$ cat src/rtl/vit_ctrl_pkg.sv
// Shared state type and default sizing for the Viterbi block sequencer.
package vit_ctrl_pkg;

  localparam int unsigned VIT_MEM       = 2;
  localparam int unsigned VIT_BLOCK_LEN = 20;
  localparam int unsigned VIT_TIMEOUT   = 256;

  typedef enum logic [2:0] {
    IDLE,
    SEND,
    TAIL,
    WAIT,
    HOLD
  } vit_ctrl_state_e;

endpackage

$ cat src/rtl/vit_ctrl_popcnt.sv
// Parameterised population count used for the sent/decoded bit-error tally.
module vit_ctrl_popcnt #(
  parameter int unsigned W = 20
) (
  input  logic [W-1:0]              vec_i,
  output logic [$clog2(W+1)-1:0]    cnt_o
);

  localparam int unsigned CW = $clog2(W + 1);

  always_comb begin
    cnt_o = '0;
    for (int unsigned i = 0; i < W; i++) begin
      cnt_o = cnt_o + CW'(vec_i[i]);
    end
  end

endmodule

$ cat src/rtl/vit_blk_ctrl.sv
// Block sequencer: serialises a message block plus MEM tail zeros into the encoder,
// strobes traceback, then collects the decoded stream. VIT_CTRL_ERRCNT_EN adds bit_err_cnt.
module vit_blk_ctrl
  import vit_ctrl_pkg::*;
#(
  parameter int unsigned BLOCK_LEN = VIT_BLOCK_LEN,
  parameter int unsigned MEM       = VIT_MEM,
  parameter int unsigned TIMEOUT   = VIT_TIMEOUT
) (
  input  logic                 clock,
  input  logic                 reset,
  input  logic [BLOCK_LEN-1:0] msg_data,
  input  logic                 msg_valid,
  output logic                 msg_ready,
  output logic                 ux,
  output logic                 tb_en,
  input  logic                 dx,
  input  logic                 dx_oe,
  input  logic                 dec_error,
  output logic [BLOCK_LEN-1:0] out_data,
  output logic                 out_valid,
  input  logic                 out_ready,
  output logic                 out_err
`ifdef VIT_CTRL_ERRCNT_EN
  ,
  output logic [$clog2(BLOCK_LEN+1)-1:0] bit_err_cnt
`endif
);

  localparam int unsigned CW = $clog2(BLOCK_LEN + MEM + 1);
  localparam int unsigned RW = $clog2(BLOCK_LEN + 1);
  localparam int unsigned TW = $clog2(TIMEOUT + 1);
  localparam logic [CW-1:0] BITS_LAST = CW'(BLOCK_LEN);
  localparam logic [CW-1:0] TAIL_LAST = CW'(BLOCK_LEN + MEM);
  localparam logic [RW-1:0] RX_FULL   = RW'(BLOCK_LEN);
  localparam logic [TW-1:0] TO_LAST   = TW'(TIMEOUT - 1);
  localparam logic [TW-1:0] TO_MAX    = TW'(TIMEOUT);

  vit_ctrl_state_e state_q, state_d;

  logic [BLOCK_LEN-1:0] shift_q, shift_d;
  logic [BLOCK_LEN-1:0] coll_q, coll_d;
  logic [BLOCK_LEN-1:0] data_q, data_d;
  logic [CW-1:0]        bcnt_q, bcnt_d;
  logic [RW-1:0]        rcnt_q, rcnt_d;
  logic [TW-1:0]        tcnt_q, tcnt_d;
  logic ux_q, ux_d, tb_q, tb_d, rdy_q, rdy_d, vld_q, vld_d, err_q, err_d;
  logic collect, rx_full, timed_out, accept;

  assign accept    = (state_q == IDLE) && msg_valid && rdy_q;
  assign collect   = (state_q == SEND) || (state_q == TAIL) || (state_q == WAIT);
  assign rx_full   = (rcnt_d == RX_FULL);
  assign timed_out = (tcnt_q == TO_LAST);

  always_ff @(posedge clock or posedge reset) begin
    if (reset) state_q <= IDLE;
    else       state_q <= state_d;
  end

  // bcnt counts bits already driven on ux, including the one currently out.
  always_comb begin
    state_d = state_q;
    unique case (state_q)
      IDLE:    if (accept)                    state_d = SEND;
      SEND:    if (bcnt_q == BITS_LAST)       state_d = TAIL;
      TAIL:    if (bcnt_q == TAIL_LAST)       state_d = WAIT;
      WAIT:    if (rx_full || timed_out)      state_d = HOLD;
      HOLD:    if (out_ready)                 state_d = IDLE;
      default:                                state_d = IDLE;
    endcase
  end

  always_comb begin
    rcnt_d = rcnt_q;
    coll_d = coll_q;
    if (accept) begin
      rcnt_d = '0;
      coll_d = '0;
    end else if (collect && dx_oe && (rcnt_q != RX_FULL)) begin
      coll_d = {coll_q[BLOCK_LEN-2:0], dx};
      rcnt_d = rcnt_q + 1'b1;
    end
  end

  always_comb begin
    shift_d = shift_q;
    bcnt_d  = bcnt_q;
    tcnt_d  = tcnt_q;
    data_d  = data_q;
    err_d   = err_q;
    ux_d    = 1'b0;
    unique case (state_q)
      IDLE: begin
        if (accept) begin
          shift_d = msg_data << 1;
          ux_d    = msg_data[BLOCK_LEN-1];
          bcnt_d  = CW'(1);
          err_d   = 1'b0;
        end
      end
      SEND, TAIL: begin
        if (bcnt_q != TAIL_LAST) bcnt_d = bcnt_q + 1'b1;
        if (state_d == SEND) begin
          ux_d    = shift_q[BLOCK_LEN-1];
          shift_d = shift_q << 1;
        end
        tcnt_d = '0;
      end
      WAIT: begin
        if (tcnt_q != TO_MAX) tcnt_d = tcnt_q + 1'b1;
        if (state_d == HOLD) begin
          if (rx_full) begin
            data_d = coll_d;
          end else begin
            err_d  = 1'b1;
            data_d = coll_d << (RX_FULL - rcnt_d);
          end
        end
      end
      default: ;
    endcase
    if (collect && dec_error) err_d = 1'b1;
    tb_d  = (state_d == TAIL) && (bcnt_d == TAIL_LAST);
    rdy_d = (state_d == IDLE);
    vld_d = (state_d == HOLD);
  end

  always_ff @(posedge clock or posedge reset) begin
    if (reset) begin
      shift_q <= '0;
      coll_q  <= '0;
      data_q  <= '0;
      bcnt_q  <= '0;
      rcnt_q  <= '0;
      tcnt_q  <= '0;
      ux_q    <= 1'b0;
      tb_q    <= 1'b0;
      rdy_q   <= 1'b1;
      vld_q   <= 1'b0;
      err_q   <= 1'b0;
    end else begin
      shift_q <= shift_d;
      coll_q  <= coll_d;
      data_q  <= data_d;
      bcnt_q  <= bcnt_d;
      rcnt_q  <= rcnt_d;
      tcnt_q  <= tcnt_d;
      ux_q    <= ux_d;
      tb_q    <= tb_d;
      rdy_q   <= rdy_d;
      vld_q   <= vld_d;
      err_q   <= err_d;
    end
  end

  assign msg_ready = rdy_q;
  assign ux        = ux_q;
  assign tb_en     = tb_q;
  assign out_data  = data_q;
  assign out_valid = vld_q;
  assign out_err   = err_q;

`ifdef VIT_CTRL_ERRCNT_EN
  logic [BLOCK_LEN-1:0] sent_q;
  logic [RW-1:0]        pop, errcnt_q;

  vit_ctrl_popcnt #(.W(BLOCK_LEN)) u_popcnt (
    .vec_i (data_d ^ sent_q),
    .cnt_o (pop)
  );

  always_ff @(posedge clock or posedge reset) begin
    if (reset) begin
      sent_q   <= '0;
      errcnt_q <= '0;
    end else begin
      if (accept) sent_q <= msg_data;
      if ((state_q == WAIT) && (state_d == HOLD)) errcnt_q <= pop;
    end
  end

  assign bit_err_cnt = errcnt_q;
`endif

endmodule
$ cat config.mk
export PLATFORM = sky130hd
export DESIGN_NAME = vit_blk_ctrl
export DESIGN_NICKNAME = d
export VERILOG_FILES = /design/src/rtl/vit_ctrl_pkg.sv /design/src/rtl/vit_ctrl_popcnt.sv /design/src/rtl/vit_blk_ctrl.sv
export SDC_FILE = /design/constraint.sdc
export NUM_CORES = 1
export LEC_CHECK = 0
export CAP_MARGIN = 20
export CORE_ASPECT_RATIO = 1.75
export CORE_UTILIZATION = 45
export CTS_BUF_LIST = sky130_fd_sc_hd__clkbuf_4
export CTS_CLUSTER_SIZE = 20
export DETAILED_ROUTE_END_ITERATION = 8
export GPL_TIMING_DRIVEN = 0
export HOLD_SLACK_MARGIN = 0.02
export PLACE_DENSITY = 0.65
export SETUP_SLACK_MARGIN = 0.05
export SYNTH_ARGS = -nofsm -noshare
export SYNTH_HDL_FRONTEND = slang
export SYNTH_HIERARCHICAL = 1
export SYNTH_SLANG_ARGS = --single-unit
$ cat constraint.sdc
create_clock -name clock -period 13.2 [get_ports clock]
set_input_delay 1.32 -clock clock [delete_from_list [all_inputs] [get_ports clock]]
set_output_delay 1.32 -clock clock [all_outputs]
set_load 0.02 [all_outputs]
==> out/results.ini, run 1 <==
[cts]
clk_latency_ns=0.48
htree_levels=3
cts-root-buf=clkbuf_4
clkTransAtPathRegs_ns=0.17
cts_tree=done
ctsResizeCount=0
cts_sinks=86
cts_buffers=9
post_cts_buffers=0
clockBufferDepth=2
cts_hold_buf=0

[global_route]
grt_pass1_wl_mm=28.6
grt_start_max_net_pins=55
grt_overflow=0
grt_antenna_before_repair=1
grt_pass1_vias=5455
grt_use_total=0.305

[routing]
wl_per_cell_um=22.0
via_per_inst=6.40
ant_nets=0
drt-total-wl_mm=18.4
drtPass1Iterations=7
vias=5369
route.detailed.drc=4
initialDrtViolationCount=345

[layout]
syn_to_final_growth_pct=16.2
layout-drive-gt1-share=0.0754
nNetsFinal=734
fill_cells=1124

[timing]
setup_viol_count_final=0
worst_pin_slew_ns=0.745
fin_crit_ns=6.48
clock.fmax_mhz=154
whs_ns=0.515
slew_headroom=0.500
hold_violations=0
finalCritPeriodShare=0.491
setup-tns-final_ns=0
finalMaxSlewViolations=0
fin_worst_skew_ns=0.0356
setup_ws_ns=6.72
rsz0062_at_grt=no

[placed_design]
portBuffers=50
dp_hpwl_mm=14.4
gp_congestion=0.981
post-place-ws_ns=6.92

[setup_path]
critPathTopFamily=buffers and inverters
cpPeakStageDelay_ns=0.58
cp-end-kind=flop
r2r-end=out_data[5]$_DFFE_PP0P_
worst-r2r-setup-slack_ns=6.72
crit_type=flop to flop
cp_common_cell=clkbuf_1
critPathSlowestCell=a211oi_1
required_ns=13.61
timing.critical_path.arrival_ns=6.88
cp_num_buf_inv=10
crit_path_cell_trace=buf_2, inv_1, clkbuf_1, clkbuf_1, ha_1, and4b_1, buf_2, nor3_1, clkbuf_1, mux2i_1, or2_2, ha_1, clkbuf_1, inv_1, clkbuf_1, clkbuf_1, a22oi_1, a211oi_1, a32oi_1, o21ai_1
cp_max_fo=10
start_kind=flop
worstRegToRegCells=20
reg2reg_from=rcnt_q[0]$_DFF_PP0_

[floorplan]
ios=52
die-area_mm2=0.0123
start_util=0.462
rows=52
die_h_um=146
die_w_um=84.4
fp.coreArea_mm2=0.0116

[synth]
synth_seq_area_share=0.403
synth_area_mm2=0.00535
synthesis.nets=672
synth-async-reset-ratio=1.00
yosys.area.top_type=dfrtp_1
ys_types=67
synthCells=636
synth_top_area_frac=0.398
synth-seq-cells=86
ys_warn_count=6
synth_most_common_cell=dfrtp_1
synthTopCellsByCount=dfrtp_1, nand2_1, nor2_1
avgSynthCellArea_um2=8.41
ys.flop_type=dfrtp_1
synth.area.top_cells=dfrtp_1, nand2_1, a21oi_1
synth_edf_count=0

[worst_hold_path]
holdPathEnd=out_data[5]$_DFFE_PP0P_
hp-start=out_data[5]$_DFFE_PP0P_
whs_path_depth=2
hold_class=flop to flop

[outcome]
failed_checks=design-rule violations
status=complete, but fails checks

[run]
maxCapViolCount=0

-- state kept, by name, summed over array words and instances, names as in the netlist --
signal     count
bcnt_q         5
coll_q        20
msg_ready      1
out_data      20
out_err        1
out_valid      1
rcnt_q         5
shift_q       19
state_q        3
tb_en          1
tcnt_q         9
ux             1
-- placed cells by master, fill, tap and decap left out, drive strengths merged, types with 6 or more instances in the layout --
cell | netlist | final
nor2 | 59 | 59
nand3 | 25 | 25
or3 | 6 | 6
a32oi | 13 | 13
clkdlybuf4s50 | 0 | 50
ha | 9 | 9
inv | 25 | 29
nand2 | 82 | 82
nor3 | 6 | 6
o31ai | 17 | 17
o21ai | 30 | 30
mux2i | 17 | 17
buf | 16 | 17
a21oi | 48 | 48
a31oi | 33 | 33
o22ai | 8 | 8
clkbuf | 33 | 42
a22oi | 9 | 9
nor4 | 6 | 6
o211ai | 6 | 6
dfrtp | 85 | 85
nand4 | 13 | 13
a211oi | 7 | 7
-- metal layers --
| layer | vias up | GRT usage | routed length (um) |
|---|---|---|---|
| li1 | 2470 | - | - |
| met1 | 2554 | 0.303 | 6390 |
| met2 | 249 | 0.567 | 9700 |
| met3 | 96 | 0.0565 | 1060 |
| met4 | 0 | 0.207 | 1280 |
| met5 | - | 0 | 0 |
-- tightest hold or removal path, cell delays in order (launching register included) --
cell and delay [ns]:
dfrtp_1 0.38, nand2_1 0.05, o21ai_1 0.06
-- worst max-delay path by stage --
stage / start / endpoint / slack (ns) / cells past startpoint
CTS: rcnt_q[0]$_DFF_PP0_ / out_data[5]$_DFFE_PP0P_ / 7.02 / 20
floorplan: dx_oe / out_data[19]$_DFFE_PP0P_ / 8.72 / 15
detailed placement: msg_valid / out_data[5]$_DFFE_PP0P_ / 6.92 / 16
finish: rcnt_q[0]$_DFF_PP0_ / out_data[5]$_DFFE_PP0P_ / 6.72 / 20
global route: rcnt_q[0]$_DFF_PP0_ / out_data[5]$_DFFE_PP0P_ / 6.47 / 20
global placement: msg_valid / out_data[5]$_DFFE_PP0P_ / 6.90 / 16
-- logic make-up after synthesis --
| group | count (synthesis) | synth area share |
|---|---|---|
| and+or+nand+nor | 234 | 0.211 |
| AOI/OAI and AO/OA | 205 | 0.254 |
| DFF | 86 | 0.403 |
| buffers and inverters | 74 | 0.0590 |
| muxes | 21 | 0.0402 |
| adders and majority gates | 9 | 0.0211 |
| xor gates and xnor gates | 7 | 0.0115 |
-- area by class of cell --
cell class                 instances  area, um2  area share
antenna                            1       2.50    0.000403
clock buffer                       9       67.6      0.0109
buffer                            49        221      0.0356
sequential                        86       2150       0.346
tap                              135        169      0.0272
multi-input combinational        476       2880       0.463
timing repair buffer              51        528      0.0850
inverter                          25       96.3      0.0155
clock inverter                     7       97.6      0.0157
-- per-stage QoR --
stage	area (um2)	utilization	std cells
2_1_floorplan	5350	-	636
3_3_place_gp	6020	0.520	821
3_5_place_dp	6050	0.522	822
4_1_cts	6210	0.536	838
5_1_grt	6210	0.537	839
6_report	6210	0.537	839
Power of run 1 is not shown: default switching activity piles up to over one toggle a cycle in this logic, so the estimate is an artifact.
==> inputs of run 2 (changes only) <==
PLACE_DENSITY = 0.68   (was 0.65)
clock period = 5.3 ns   (was 13.2 ns; I/O delays follow)
==> run 2 against run 1 <==
Net effect:
- the run now ends clean
- cell area grew 0.48%
- highest routed layer unchanged
- largest cell class unchanged
- critical endpoint is now out_data[9]$_DFFE_PP0P_
- fmax grew 28%
- routed wire length grew 0.13%
- setup slack lost 6.5 ns
- clock-buffer cell count grew 1
- sequential share of layout area shrank 0.17 points
- non-clock buffer count shrank 1
- core utilization grew 0.26 points
- global-route usage grew 0.19 points
- via count grew 0.65%
- first-iteration DRC count grew 12%
- hold slack lost 0.015 ns
==> out/results.ini, run 2 (synthesized netlist as in run 1, its figures left out) <==
[setup_path]
required_ns=5.64  ; was 13.61 ns
crit_path_cell_trace=buf_2, inv_1, clkbuf_2, clkbuf_2, ha_1, and4b_1, buf_2, nor3_4, clkbuf_4, mux2i_1, or2_2, ha_2, inv_1, clkbuf_2, clkbuf_2, a32oi_1, mux2i_1, a22oi_1, o22ai_1  ; was buf_2, inv_1, clkbuf_1, clkbuf_1, ha_1, and4b_1, buf_2, nor3_1, clkbuf_1, mux2i_1, or2_2, ha_1, clkbuf_1, inv_1, clkbuf_1, clkbuf_1, a22oi_1, a211oi_1, a32oi_1, o21ai_1
cp-end-kind=flop  ; unchanged
cp_common_cell=clkbuf_2  ; was clkbuf_1
cpPeakStageDelay_ns=0.46  ; was 0.58 ns
start_kind=flop  ; unchanged
worst-r2r-setup-slack_ns=0.25  ; was 6.72 ns
timing.critical_path.arrival_ns=5.39  ; was 6.88 ns
crit_type=flop to flop  ; unchanged
cp_max_fo=10  ; unchanged
critPathSlowestCell=ha_2  ; was a211oi_1

[layout]
syn_to_final_growth_pct=16.8  ; was 16.2%
nNetsFinal=733  ; was 734
final_common_cell=dfrtp_1  ; unchanged
final_cell_mix=dfrtp_1, nand2_1, nor2_1, clkdlybuf4s50_1, a21oi_1  ; unchanged
layout-drive-gt1-share=0.0940  ; was 0.0754
finish.instance_area_mm2=0.00624  ; was 0.00621 mm2

[routing]
drtPass1Iterations=7  ; unchanged
wirelength_met1_mm=6.51  ; was 6.39 mm
dr_wl_met2_mm=9.87  ; was 9.70 mm
wl_per_cell_um=22.0  ; about the same
dr_wl_met3_um=994  ; was 1.06 mm
vias=5404  ; was 5369
route.detailed.drc=0  ; was 4
ant_nets=0  ; unchanged
drt-total-wl_mm=18.5  ; was 18.4 mm
initialDrtViolationCount=385  ; was 345
via_per_inst=6.45  ; was 6.40
highest_layer=met4  ; unchanged

[global_route]
grt_pass1_wl_mm=29.0  ; was 28.6 mm
grt_pass1_vias=5476  ; was 5455
grt_use_total=0.307  ; was 0.305
grt_start_max_net_pins=50  ; was 55
grt_overflow=0  ; unchanged
grt_antenna_before_repair=1  ; unchanged

[worst_hold_path]
hold_class=input port to async pin  ; was flop to flop

[cts]
cts_sinks=86  ; unchanged
htree_levels=3  ; unchanged
cts_buffers=9  ; unchanged
cts_tree=done  ; unchanged
clk_latency_ns=0.46  ; was 0.48 ns
cts-root-buf=clkbuf_4  ; unchanged
clockBufferDepth=2  ; unchanged
clkTransAtPathRegs_ns=0.17  ; about the same

[timing]
setup-tns-final_ns=0  ; unchanged
fin_crit_ns=5.05  ; was 6.48 ns
worst_pin_slew_ns=0.713  ; was 0.745 ns
finalCritPeriodShare=0.953  ; was 0.491
clock.fmax_mhz=198  ; was 154 MHz
rsz0062_at_grt=no  ; unchanged
slew_headroom=0.521  ; was 0.500
finalMaxSlewViolations=0  ; unchanged
fin_worst_skew_ns=0.0242  ; was 0.0356 ns
whs_ns=0.501  ; was 0.515 ns
hold_violations=0  ; unchanged
setup_viol_count_final=0  ; unchanged

[floorplan]
die_h_um=146  ; unchanged
rows=52  ; unchanged
ios=52  ; unchanged
start_util=0.462  ; unchanged
fp.coreArea_mm2=0.0116  ; unchanged
die-area_mm2=0.0123  ; unchanged
die_w_um=84.4  ; unchanged

[run]
maxCapViolCount=0  ; unchanged

[placed_design]
portBuffers=50  ; unchanged
place_area_mm2=0.00604  ; was 0.00605 mm2
dp_hpwl_mm=14.3  ; was 14.4 mm
gp_congestion=0.989  ; was 0.981

[outcome]
status=completed  ; was complete, but fails checks

## run 2: cell count changes in the layout (fill, tap and decap cells not counted), sizes merged
cell	delta
clkinv	-1
## run 2: worst paths after layout
check | depth (start not counted) | end | start
setup / recovery | 19 | out_data[9]$_DFFE_PP0P_ | rcnt_q[0]$_DFF_PP0_
hold / removal | 2 | shift_q[14]$_DFFE_PP0P_ | reset
setup reg to reg | 19 | out_data[9]$_DFFE_PP0P_ | rcnt_q[0]$_DFF_PP0_
hold reg to reg | 2 | out_data[1]$_DFFE_PP0P_ | out_data[1]$_DFFE_PP0P_
max in group asynchronous | 3 | coll_q[8]$_DFF_PP0_ | reset
min in group clock | 2 | out_data[1]$_DFFE_PP0P_ | out_data[1]$_DFFE_PP0P_
## run 2: routing by layer
metal,vias up,track usage
met5,-,0
met1,2584,0.323
met2,269,0.569
met4,0,0.181
li1,2470,-
met3,81,0.0480
## run 2: stage by stage
stage          std cells   util  setup slack, ns
2_1_floorplan        636      -            0.909
3_5_place_dp         822  0.522           -0.909
4_1_cts              837  0.536            0.110
5_1_grt              838  0.539           0.0407
3_3_place_gp         821  0.520           -0.970
6_report             838  0.539            0.251
## run 2: cell type report
cell class | instances | area [um2]
repair buffers | 51 | 520
clock inverters | 6 | 76.3
flip-flops and latches | 86 | 2150
well taps | 135 | 169
multi-input cells | 476 | 2920
inverters | 25 | 96.3
plain buffers | 48 | 229
diodes | 1 | 2.50
fillers | 1116 | 5340
clock buffers | 10 | 75.1
## run 2: worst max-delay path, delay by kind of cell (launching register included)
kind	cells	cell delay [ns]
fa+ha+maj	2	0.75
flops	1	0.37
compound gates	3	0.84
simple gates	3	0.74
buf+inv	9	1.95
mux	2	0.29
## run 2: repair_timing
action / 4_1_cts / 5_1_grt
resized for setup: 9 / 11
pin swaps: 0 / 0
endpoints found under the hold margin: 0 / 0
hold buffers: 0 / 0
endpoints found under the setup margin: 25 / 23
setup buffers: 0 / 0
Power of run 2 is left out for the same reason.
==> inputs of run 3 (changes only) <==
CTS_CLUSTER_SIZE = 8   (was 20)
==> results of run 3 <==
Same layout as run 2: the final DEF is identical, and so are final timing and power.
Power of run 3 is left out for the same reason.
